**src/rtl/pio_master.sv**
```systemverilog
// pio_master: PIO bus initiator; converts one host register request at a time into the
// serial PIO protocol and returns the slave response, aborting with an error on timeout.
//
// Ports:
//   clk, rst                   clock; asynchronous active-high reset
//   req_valid/req_ready        host request handshake (req_ready = master idle)
//   req_rw/req_addr/req_wdata  request: 1=read 0=write, address, write data
//   resp_valid/resp_ready      response handshake, response held until consumed
//   resp_rdata/resp_err        read data (0 for writes, all-ones on timeout), timeout flag
//   stray_err                  sticky: slave response seen with nothing pending
//   pio_start/pio_rw           address-phase pulse and direction
//   pio_addr_wdata             address in start cycle, write data in the following cycle
//   pio_ack/pio_rvalid/pio_rdata  slave write completion, read valid, read data
module pio_master #(
    parameter int PIO_NBITS      = 32,
    parameter int TIMEOUT_CYCLES = 1024,
    parameter int TO_NBITS       = 11
) (
    input  logic                 clk,
    input  logic                 rst,
    input  logic                 req_valid,
    output logic                 req_ready,
    input  logic                 req_rw,
    input  logic [PIO_NBITS-1:0] req_addr,
    input  logic [PIO_NBITS-1:0] req_wdata,
    output logic                 resp_valid,
    input  logic                 resp_ready,
    output logic [PIO_NBITS-1:0] resp_rdata,
    output logic                 resp_err,
    output logic                 stray_err,
    output logic                 pio_start,
    output logic                 pio_rw,
    output logic [PIO_NBITS-1:0] pio_addr_wdata,
    input  logic                 pio_ack,
    input  logic                 pio_rvalid,
    input  logic [PIO_NBITS-1:0] pio_rdata
);
    typedef enum logic [2:0] {IDLE, ADDR, DATA, WAIT, RESP} state_t;

    localparam logic [TO_NBITS-1:0] TO_LAST = TO_NBITS'(TIMEOUT_CYCLES - 1);

    state_t               state;
    logic                 rw_q;
    logic [PIO_NBITS-1:0] wdata_q;
    logic [TO_NBITS-1:0]  cnt;
    logic                 done;

    assign req_ready = (state == IDLE);
    // A read only completes on rvalid; an ack seen during a read wait is ignored.
    assign done = rw_q ? pio_rvalid : pio_ack;

    always_ff @(posedge clk or posedge rst) begin
        if (rst) begin
            state          <= IDLE;
            rw_q           <= 1'b0;
            wdata_q        <= '0;
            cnt            <= '0;
            pio_start      <= 1'b0;
            pio_rw         <= 1'b0;
            pio_addr_wdata <= '0;
            resp_valid     <= 1'b0;
            resp_rdata     <= '0;
            resp_err       <= 1'b0;
            stray_err      <= 1'b0;
        end else begin
            // Any slave response outside the wait window has no owner.
            if ((pio_ack || pio_rvalid) && state != WAIT)
                stray_err <= 1'b1;
            case (state)
                IDLE: begin
                    if (req_valid) begin
                        state          <= ADDR;
                        rw_q           <= req_rw;
                        wdata_q        <= req_wdata;
                        pio_start      <= 1'b1;
                        pio_rw         <= req_rw;
                        pio_addr_wdata <= req_addr;
                    end
                end
                ADDR: begin
                    pio_start      <= 1'b0;
                    cnt            <= '0;
                    state          <= rw_q ? WAIT : DATA;
                    pio_addr_wdata <= rw_q ? '0 : wdata_q;
                end
                DATA: begin
                    state          <= WAIT;
                    cnt            <= '0;
                    pio_addr_wdata <= '0;
                end
                WAIT: begin
                    // Completion takes priority over a timeout in the same cycle.
                    if (done) begin
                        state      <= RESP;
                        resp_valid <= 1'b1;
                        resp_err   <= 1'b0;
                        resp_rdata <= rw_q ? pio_rdata : '0;
                    end else if (cnt == TO_LAST) begin
                        state      <= RESP;
                        resp_valid <= 1'b1;
                        resp_err   <= 1'b1;
                        resp_rdata <= '1;
                    end
                    if (cnt != TO_LAST)
                        cnt <= cnt + 1'b1;
                end
                RESP: begin
                    if (resp_ready) begin
                        state      <= IDLE;
                        resp_valid <= 1'b0;
                    end
                end
                default: state <= IDLE;
            endcase
        end
    end
endmodule

```
**config.mk**
```make
export PLATFORM = sky130hd
export DESIGN_NAME = pio_master
export DESIGN_NICKNAME = d
export VERILOG_FILES = /design/src/rtl/pio_master.sv
export SDC_FILE = /design/constraint.sdc
export NUM_CORES = 1
export LEC_CHECK = 0
export BUFFER_PORTS_ARGS = -buffer_cell sky130_fd_sc_hd__buf_2
export CORE_MARGIN = 4
export CORE_UTILIZATION = 54
export CTS_CLUSTER_DIAMETER = 80
export DETAILED_ROUTE_END_ITERATION = 8
export PLACE_DENSITY = 0.85
export SLEW_MARGIN = 15
export SYNTH_ARGS = -nofsm -noshare
export SYNTH_HDL_FRONTEND = slang
export SYNTH_SLANG_ARGS = --single-unit
```
**constraint.sdc**
```tcl
create_clock -name clk -period 9.7 [get_ports clk]
set_input_delay 1.455 -clock clk [delete_from_list [all_inputs] [get_ports clk]]
set_output_delay 1.455 -clock clk [all_outputs]
set_load 0.02 [all_outputs]
```
==> results.yml <==
synth:
  syn_area_mm2: 0.00508
  syn-instance-count: 421
  synth_edf_count: 0
  async_reset_ff_frac: 1.00
  mappedNetlistNets: 525
  synth_seq_area_share: 0.566
  postSynth.topFlopCell: "dfrtp_1"
  ys_ff_latch: 115
  synth.lib_cells_used.distinct: 48
  synthesis.area_per_instance_um2: 12.1
  ys.warnings.count: 0
pwr:
  power-per-cell-area_mw_per_mm2: 378
  ir_drop_mv: 0.215
  static_leakage_power_nw: 3.09
  p_total_mw: 2.46
grt:
  antenna_violations_before_repair: 0
  global_route_wire_length_before_repair_um: 19900
  largest_net_degree_at_the_start_of_global_routing: 67
  first_global_vias: 4107
  globalRouteOverflowTotal: 0
  grtUsageTotal: 0.226
timing:
  worst_slew_margin_rel: 0.313
  worst_tran_pin_value_ns: 1.03
  post_route_setup_tns_ns: 0
  hold_violations: 0
  setup_slack_ns: 6.73
  finalWorstPathRequiredPeriod_ns: 2.97
  finalMaxSlewViolations: 0
  finClkSkew_ns: 0.0111
  grt_setup_unrepaired: "false"
  hold_slack_ns: 0.472
  setup_violations: 0
  final.period_utilization: 0.306
  max_clock_freq_mhz: 337
die:
  die_area_mm2: 0.0110
  fp.coreArea_mm2: 0.00920
  ios: 173
  die-height_um: 105
  effective_utilization_at_floorplan: 0.553
  rows: 35
  chipWidth_um: 105
setup_path:
  cell_count_of_the_worst_reg_to_reg_path: 6
  crit_path_max_fanout: 34
  timing.critical_path.required_ns: 8.25
  critical_path_start_end_classification: "flop to output pin"
  worstPathArrival_ns: 1.52
  crit-reg2reg-launch: "cnt[0]$_DFFE_PP0P_"
  worst_r2r_endpoint: "resp_rdata[25]$_DFFE_PP0P_"
  worst_setup_path_end_kind: "output pin"
  startpoint_type_of_the_worst_setup_path: "flop"
  reg2reg_setup_slack_ns: 7.36
clock_tree:
  clock_path_buffers: 2
  clock_pin_transition_on_the_worst_setup_and_hold_timing_paths_ns: 0.06
  tritoncts: "built"
  cts-root-buf: "clkbuf_8"
  cts_inserted_buffers: 17
  clk_latency_ns: 0.50
  cts_stage_hold_buffer_count: 0
  ctsResizeCount: 0
  postCtsSetupBuffers: 0
  cts.sinks: 115
  ctsHtreeMaxLevel: 4
placement:
  post-place-ws_ns: 6.66
  detailedPlacementHpwl_um: 8550
  buffer_ports.inserted: 172
  dpl_cell_area_mm2: 0.00593
  globalplace.congestion: 0.819
layout:
  layout.cell_area.non_filler_mm2: 0.00649
  layout-area-overhead-vs-synth_pct: 27.8
  antenna-diode-count: 0
  fraction_of_layout_cells_with_a_size_suffix_above_1: 0.473
  design.final.nets: 691
detailed_routing:
  detail_route.vias_per_cell: 5.55
  drtIter0Drc: 146
  first_pass_iters: 4
  totalWireLength_um: 12200
  antenna_left: 0
  route.vias.total: 3946
  detail_route.wl_per_cell_um: 17.1
  drc: 0
worst_hold_path:
  hold_path_class: "flop to flop"
  hold_critical_path_depth: 2
  origin_of_the_worst_min_delay_path: "pio_addr_wdata[6]$_DFFE_PP0P_"
  whs_endpoint: "pio_addr_wdata[6]$_DFFE_PP0P_"
job:
  cap_violations: 0
status:
  outcome: "complete, no violations"
==> area by class of cell <==
class                   count  area (um^2)
flip-flops and latches    115         2880
clock buffers              17          414
well taps                 111          139
clock inverters            15          149
multi-input cells         273         2000
fillers                   659         2700
inverters                   2         10.0
repair buffers            178          906
==> synthesized netlist by cell type (4+ instances only) <==
library cell	instances	share of area
dfrtp_1	115	0.57
a2bb2oi_2	28	0.083
o21ai_0	30	0.030
a2bb2oi_1	4	0.0069
a22oi_1	32	0.047
nand2_1	78	0.058
clkbuf_1	9	0.0066
a21oi_1	6	0.0059
nand3_1	8	0.0079
buf_2	10	0.0099
buf_6	7	0.016
nor3_1	4	0.0039
o21ai_1	5	0.0049
nor2_1	8	0.0059
mux2_2	33	0.073
==> cell usage in the layout (no fill, tap or decap), types with 4 or more instances in the layout <==
cell type | synthesis | layout
buf_4 | 0 | 6
buf_2 | 10 | 172
mux2_2 | 33 | 33
a2bb2oi_2 | 28 | 28
nor2_1 | 8 | 6
a21oi_1 | 6 | 6
a22oi_1 | 32 | 32
nand2_1 | 78 | 78
clkbuf_16 | 0 | 16
o21ai_1 | 5 | 5
nor3_1 | 4 | 4
dfrtp_1 | 115 | 115
o21ai_0 | 30 | 30
inv_6 | 0 | 5
clkinv_4 | 0 | 6
nand3_1 | 8 | 8
a2bb2oi_1 | 4 | 4
==> through the flow <==
step                std cells  utilization
finish                    711        0.706
global placement          679        0.645
detailed placement        679        0.645
global route              711        0.706
floorplan                 421            -
CTS                       711        0.706
==> critical path, stage by stage (launching register included) <==
cell     delay, ns
dfrtp_1       0.41
buf_4         0.37
buf_2         0.24
==> where the power goes <==
part	leakage, nW	switching, mW	total, mW	internal (mW)
logic	1.43	0.606	1.03	0.427
clock network	0.266	0.233	0.578	0.345
registers	1.40	0.142	0.845	0.702
total	3.09	0.981	2.46	1.47
==> routing by layer <==
| layer | track usage | part of all wire | up-vias |
|---|---|---|---|
| met5 | 0 | 0 | - |
| met4 | 0.105 | 0.025 | 0 |
| met3 | 0.0797 | 0.088 | 26 |
| met2 | 0.370 | 0.47 | 166 |
| met1 | 0.268 | 0.41 | 1890 |
| li1 | - | - | 1864 |
==> worst max path at each step <==
stage / startpoint / to / slack, ns / cells after the start
global route: rw_q$_DFFE_PP0P_ / pio_rw / 6.63 / 2
global placement: pio_rvalid / resp_rdata[23]$_DFFE_PP0P_ / 6.74 / 5
finish: rw_q$_DFFE_PP0P_ / pio_rw / 6.73 / 2
CTS: rw_q$_DFFE_PP0P_ / pio_rw / 6.69 / 2
floorplan: rst / cnt[0]$_DFFE_PP0P_ / 5.20 / 1
detailed placement: pio_rvalid / resp_rdata[12]$_DFFE_PP0P_ / 6.66 / 5
==> sequential cells by signal (all words and copies together), names as in the netlist <==
signal,count
cnt,11
pio_addr_wdata,32
pio_start,1
resp_err,1
resp_rdata,32
resp_valid,1
rw_q,1
state,3
stray_err,1
wdata_q,32
==> kinds of logic after synthesis <==
family / Yosys count / synth area share
buf+inv: 33 / 0.0428
fa+ha+maj: 1 / 0.00246
flops: 115 / 0.566
compound gates: 121 / 0.206
simple gates: 115 / 0.104
mux: 36 / 0.0790
No activity file was read; power rests on OpenSTA's default activity.
